File: src/rtl/key_event_pkg.sv
// Shared definitions for the key event detector: state encoding, key polarity
// constants and a small helper used to size the shared timer.
package key_event_pkg;

    typedef enum logic [2:0] {
        ST_IDLE   = 3'd0,
        ST_PRESS1 = 3'd1,
        ST_WAIT2  = 3'd2,
        ST_PRESS2 = 3'd3,
        ST_LONG   = 3'd4
    } state_t;

    localparam logic KEY_ACT_HIGH = 1'b1;
    localparam logic KEY_ACT_LOW  = 1'b0;

    function automatic int max3(input int a, input int b, input int c);
        int m;
        m = (a > b) ? a : b;
        return (m > c) ? m : c;
    endfunction

endpackage

File: src/rtl/key_event.sv
// Turns a debounced key level into single-cycle press/release/click/dclick/long/repeat pulses.
// Latency: 2 clocks from key_i change to event pulse; no backpressure, pulses are fire-and-forget.
module key_event
    import key_event_pkg::*;
#(
    parameter logic KEY_ACTIVE = KEY_ACT_HIGH,
    parameter int   LONG_CNT   = 50_000_000,
    parameter int   DCLICK_CNT = 12_500_000,
    parameter int   REPEAT_CNT = 5_000_000
) (
    input  logic clk,
    input  logic rst,
    input  logic key_i,
    output logic key_press,
    output logic key_release,
    output logic key_click,
    output logic key_dclick,
    output logic key_long,
    output logic key_repeat,
    output logic key_hold
);

    localparam int CNT_W = $clog2(max3(LONG_CNT, DCLICK_CNT, REPEAT_CNT) + 1);

    localparam logic [CNT_W-1:0] LONG_LAST   = CNT_W'(LONG_CNT - 1);
    localparam logic [CNT_W-1:0] DCLICK_LAST = CNT_W'(DCLICK_CNT - 1);
    localparam logic [CNT_W-1:0] REPEAT_LAST = CNT_W'((REPEAT_CNT > 0) ? REPEAT_CNT - 1 : 0);
    localparam logic [CNT_W-1:0] CNT_MAX     = '1;

    if (LONG_CNT < 2) begin : g_bad_long
        $error("key_event: LONG_CNT must be >= 2");
    end
    if (DCLICK_CNT < 2) begin : g_bad_dclick
        $error("key_event: DCLICK_CNT must be >= 2");
    end

    logic             key_q;
    state_t           state_q, state_d;
    logic [CNT_W-1:0] cnt_q, cnt_d;
    logic             press_q, release_q, click_q, dclick_q, long_q, repeat_q, hold_q;
    logic             press_d, release_d, click_d, dclick_d, long_d, repeat_d;

    always_comb begin
        state_d   = state_q;
        cnt_d     = (cnt_q == CNT_MAX) ? cnt_q : cnt_q + 1'b1;
        press_d   = 1'b0;
        release_d = 1'b0;
        click_d   = 1'b0;
        dclick_d  = 1'b0;
        long_d    = 1'b0;
        repeat_d  = 1'b0;

        case (state_q)
            ST_IDLE: begin
                if (key_q) begin
                    state_d = ST_PRESS1;
                    press_d = 1'b1;
                end
            end
            ST_PRESS1: begin
                if (!key_q) begin
                    state_d   = ST_WAIT2;
                    release_d = 1'b1;
                end else if (cnt_q == LONG_LAST) begin
                    state_d = ST_LONG;
                    long_d  = 1'b1;
                end
            end
            ST_WAIT2: begin
                // A second press wins over the window timeout in the same cycle.
                if (key_q) begin
                    state_d = ST_PRESS2;
                    press_d = 1'b1;
                end else if (cnt_q == DCLICK_LAST) begin
                    state_d = ST_IDLE;
                    click_d = 1'b1;
                end
            end
            ST_PRESS2: begin
                if (!key_q) begin
                    state_d   = ST_IDLE;
                    release_d = 1'b1;
                    dclick_d  = 1'b1;
                end else if (cnt_q == LONG_LAST) begin
                    // The first short press is still reported before going long.
                    state_d = ST_LONG;
                    click_d = 1'b1;
                    long_d  = 1'b1;
                end
            end
            ST_LONG: begin
                if (!key_q) begin
                    state_d   = ST_IDLE;
                    release_d = 1'b1;
                end else if ((REPEAT_CNT > 0) && (cnt_q == REPEAT_LAST)) begin
                    repeat_d = 1'b1;
                    cnt_d    = '0;
                end
            end
            default: begin
                state_d = ST_IDLE;
            end
        endcase

        if (state_d != state_q) begin
            cnt_d = '0;
        end
    end

    always_ff @(posedge clk) begin
        if (rst) begin
            key_q     <= 1'b0;
            state_q   <= ST_IDLE;
            cnt_q     <= '0;
            press_q   <= 1'b0;
            release_q <= 1'b0;
            click_q   <= 1'b0;
            dclick_q  <= 1'b0;
            long_q    <= 1'b0;
            repeat_q  <= 1'b0;
            hold_q    <= 1'b0;
        end else begin
            key_q     <= (key_i == KEY_ACTIVE);
            state_q   <= state_d;
            cnt_q     <= cnt_d;
            press_q   <= press_d;
            release_q <= release_d;
            click_q   <= click_d;
            dclick_q  <= dclick_d;
            long_q    <= long_d;
            repeat_q  <= repeat_d;
            hold_q    <= (state_d == ST_PRESS1) || (state_d == ST_PRESS2) || (state_d == ST_LONG);
        end
    end

    assign key_press   = press_q;
    assign key_release = release_q;
    assign key_click   = click_q;
    assign key_dclick  = dclick_q;
    assign key_long    = long_q;
    assign key_repeat  = repeat_q;
    assign key_hold    = hold_q;

endmodule

File: config.mk
export PLATFORM = sky130hd
export DESIGN_NAME = key_event
export DESIGN_NICKNAME = d
export VERILOG_FILES = /design/src/rtl/key_event_pkg.sv /design/src/rtl/key_event.sv
export SDC_FILE = /design/constraint.sdc
export NUM_CORES = 1
export LEC_CHECK = 0
export ABC_CLOCK_PERIOD_IN_PS = 2600
export BUFFER_PORTS_ARGS = -buffer_cell sky130_fd_sc_hd__buf_4
export CELL_PAD_IN_SITES_DETAIL_PLACEMENT = 1
export CELL_PAD_IN_SITES_GLOBAL_PLACEMENT = 1
export CORE_AREA = 2 2 72 68
export DETAILED_ROUTE_END_ITERATION = 6
export DIE_AREA = 0 0 74 70
export HOLD_SLACK_MARGIN = 0.02
export PLACE_DENSITY = 0.79
export SYNTH_ARGS = -nofsm -noshare
export SYNTH_HDL_FRONTEND = slang
export SYNTH_SLANG_ARGS = --single-unit
File: constraint.sdc
create_clock -name clk -period 2.6 [get_ports clk]
set_input_delay 0.26 -clock clk [delete_from_list [all_inputs] [get_ports clk]]
set_output_delay 0.26 -clock clk [all_outputs]
set_load 0.05 [all_outputs]
Yosys cells after proc, flatten, opt, wreduce, memory -nomap -nowiden
Cells that the tools add are included.

word-level totals
  bits in registers = 37
  input bits = 3
  word-level logic and storage cells = 61

cells by class
  bitwise logic cells = 6
  muxes and demuxes = 20
  equality and inequality tests = 12
  $add $sub $neg = 1
  reductions and logical operators = 12

operators by type and width
  kind                   count
  $mux 26                4
  $eq 26x26->1 const B   2
  $add 26x1->26 const B  1
  $eq 26x23->1 const B   1
  $eq 26x24->1 const B   1
  $mux 3                 7
  $pmux 3 s5             1
  $reduce_or 2->1        7
  $eq 3x2->1 const B     3
  $mux 1                 7
  $eq 3x1->1 const B     2
  $eq 3x3->1 const B     2
  $not 1->1              6
  $reduce_or 3->1        2
  $logic_not 3->1        1
  $ne 3x3->1             1
  $logic_or 1x1->1       2
  $pmux 1 s2             1

Depth between registers and ports, before layout
  depth after elaboration = 7
  mapped depth = 8

Worst setup path before layout
No wires, ideal clock.

  path type = reg2reg
  start point = reg cnt_q[0]
  end point = reg cnt_q[21]
  cell stages (with the launch flop) = 8
  required time = 2.514 ns
  clock period less this slack = 2.064 ns
  arrival time = 1.979 ns
  setup slack = 0.536 ns
  cells stage by stage = dfxtp_1 > ha_1 > nand4_2 > or4_1 > buf_2 > nor3_4 > o21ai_0 > a211oi_1

on the way
  word-level cells in the longest chain between the ends = 6
  elaborated cells between the ends (all ways) = 17
  classes of those cells = add/sub (1); eq/ne (5); mux (10); reduce/logical (1)

ends and longest elaborated chain
  what                                                   line              RTL
  start, declared                                        key_event.sv:39   logic [CNT_W-1:0] cnt_q, cnt_d;
  start signal, assigned                                 key_event.sv:125  cnt_q <= cnt_d;
  branches (longest 6 deep; another with $add 26x1->26)  n/a

Several ways; the timed one is not identified.
A chain may end at the register's enable or synchronous reset.

Final worst setup path
Same ends and word-level chain as after synthesis.

==> out/metrics.yaml <==
clock_latency_ns: 0.29
gr-total-overflow: 0
gp_congestion: 0.925
initial_utilization_pct: 43.4
reg2reg_to: "cnt_q[21]$_SDFF_PP0_"
seq_power_share_pct: 56.2
max_slew_margin_pct: 71.8
timing.fmax_mhz: 411
status: "finished, final reports clean"
first_global_vias: 1817
io_pins: 10
synth_nets: 229
endpoint: "cnt_q[21]$_SDFF_PP0_"
arrival_ns: 2.63
leakagePower_uw: 0.000750
wl_per_cell_um: 17.3
cts_setup_buffers: 0
ys_top_cells_by_area: "dfxtp_1, nor3_1, xnor2_1, nor4_1, nand4_1"
slew_viol_final: 0
clk_pin_slew_ns: 0.07
via_per_inst: 6.09
finClkSkew_ns: 0.00360
power.switching_uw: 229
powerDensity_mw_per_mm2: 466
switching_share_pct: 22.2
vdd_drop_max_mv: 0.276
yosysMostFrequentCell: "dfxtp_1"
drive_above_1_share_pct: 16.7
worstHoldPathType: "in -> reg"
cts_tree: "built"
placed_cells: 298
finalNetCount: 244
crit_fanout: 10
h-tree-depth: 2
p_int_uw: 804
synth_cell_types: 47
numCtsBuffers: 5
avgSynthCellArea_um2: 8.75
ant_nets: 0
worstMarginPinSlew_ns: 0.419
r2r_setup_slack_ns: 0.17
cap_violations: 0
syn-cell-area_mm2: 0.00197
setup-violations-final: 0
antenna_found_initial: 0
synth_warnings: 0
holdBufCountCts: 0
synth_top_cell_area_share_pct: 37.6
die_w_um: 74
fin_cells: 305
ys.flop_type: "dfxtp_1"
drt-total-wl_um: 5290
crit_type: "reg -> reg"
fin_tns_setup_ns: 0
vias: 1857
setup.worst_path.end_class: "flip-flop"
whs_ns: 0.190
num_rows: 24
die_h_um: 70
synth-edff-count: 0
area_growth_pct: 12.6
cp-startpoint: "cnt_q[0]$_SDFF_PP0_"
grt_first_pass_wirelength_um: 9180
synth.largest_area_cell: "dfxtp_1"
p_clk_share_pct: 38.8
rsz0062_at_grt: "false"
first_iter_violations: 124
antennaDiodeCount: 0
fin_crit_sh_pct: 93.6
yosysSeqAreaShare_pct: 37.6
final_area_mm2: 0.00222
hold_violations: 0
core_area_mm2: 0.00453
clock_sinks: 37
cts_root_buffer: "clkbuf_8"
post_dp_cell_area_mm2: 0.00213
cts.path.max_buffers: 2
dp_hpwl_um: 3930
layout_min_cycle_time_ns: 2.43
route.detailed.drc: 0
synth_seq_cells: 37
rr_worst_depth: 6
fin_util_pct: 48.9
synthTopCellsByCount: "dfxtp_1, nor3_1, nand2_1"
first_pass_iters: 4
hp-start: "key_i"
async_reset_ff_share_pct: 0
postSynthCellCount: 225
start_kind: "flip-flop"
pwr-share-comb_pct: 5.1
dieArea_mm2: 0.00518
port_buffers: 9
grt_use_total_pct: 22.9
crit_required_ns: 2.80
grt_max_degree: 15
reg2reg_from: "cnt_q[0]$_SDFF_PP0_"
post_cts_resized: 0
==> metal layers <==
layer,GRT usage (%),up-vias,share of wire [%]
li1,-,885,-
met1,32.0,920,48
met2,34.2,40,46
met3,5.19,12,4.3
met4,8.28,0,2.3
met5,0,-,0
==> cell families (layout without fill, tap and decap cells) <==
group	Yosys count	count (layout)	share of synthesized area [%]
and+or+nand+nor	117	117	36.8
xor gates and xnor gates	16	16	7.12
AOI/OAI and AO/OA	36	36	12.1
adders and majority gates	1	1	0.635
muxes	2	2	1.02
DFF	37	37	37.6
buffers and inverters	16	31	4.70
==> state kept, by name (all words and copies together), names as in the netlist <==
register and flops:
key_click 1, key_press 1, key_q 1, cnt_q 26
key_long 1, key_hold 1, key_dclick 1, key_release 1
key_repeat 1, state_q 3
==> placed cells by master (no fill, tap or decap), types with 2 or more instances in the layout <==
master,count
dfxtp_1,37
nor3_1,24
buf_4,22
nand2_1,13
xnor2_1,11
nor4_1,10
nand4_1,9
or3_1,8
nand2b_1,8
a21oi_1,7
a211oi_1,7
nor2_1,7
o21ai_0,6
clkbuf_8,6
and3_1,5
o31ai_1,5
nand3_1,5
a31oi_1,5
xor2_1,5
and4_1,4
or4_1,4
or2_2,3
inv_1,2
nand4_2,2
nor2b_1,2
or4bb_1,2
mux2i_1,2
==> power by group through the flow <==
stage,registers (uW),clock network (uW),logic (uW)
after global placement,593,0,51.4
final,580,401,52.2
after floorplan,597,0,30.8
after global routing,581,442,58.1
after detailed placement,593,0,52.4
after CTS,580,411,52.7
==> worst min-delay path by stage <==
stage               depth (start not counted)  slack [ns]               end
global placement                            2        0.47  key_q$_SDFF_PP0_
global route                                2        0.19  key_q$_SDFF_PP0_
detailed placement                          2        0.49  key_q$_SDFF_PP0_
finish                                      2        0.19  key_q$_SDFF_PP0_
floorplan                                   1        0.39  key_q$_SDFF_PP0_
CTS                                         2        0.19  key_q$_SDFF_PP0_
==> cell type report <==
type                       count  area (um^2)
sequential                    37          741
tap                           65         81.3
timing repair buffer          22          165
clock buffer                   7         86.3
inverter                       2         7.51
fill                         553         2320
multi-input combinational    172         1140
==> stage by stage <==
stage | power [uW] | setup slack (ns)
after detailed placement | 645 | 0.198
after CTS | 1040 | 0.169
after floorplan | 628 | 0.536
final | 1030 | 0.167
after global routing | 1080 | 0.00584
after global placement | 644 | 0.322
==> critical path, cell delays in order (launching register included) <==
cell	delay [ns]
dfxtp_1	0.37
ha_1	0.25
nand4_2	0.18
or4_1	0.71
nor3_4	0.44
o21ai_0	0.17
a211oi_1	0.22
No activity file was read; power rests on OpenSTA's default activity.
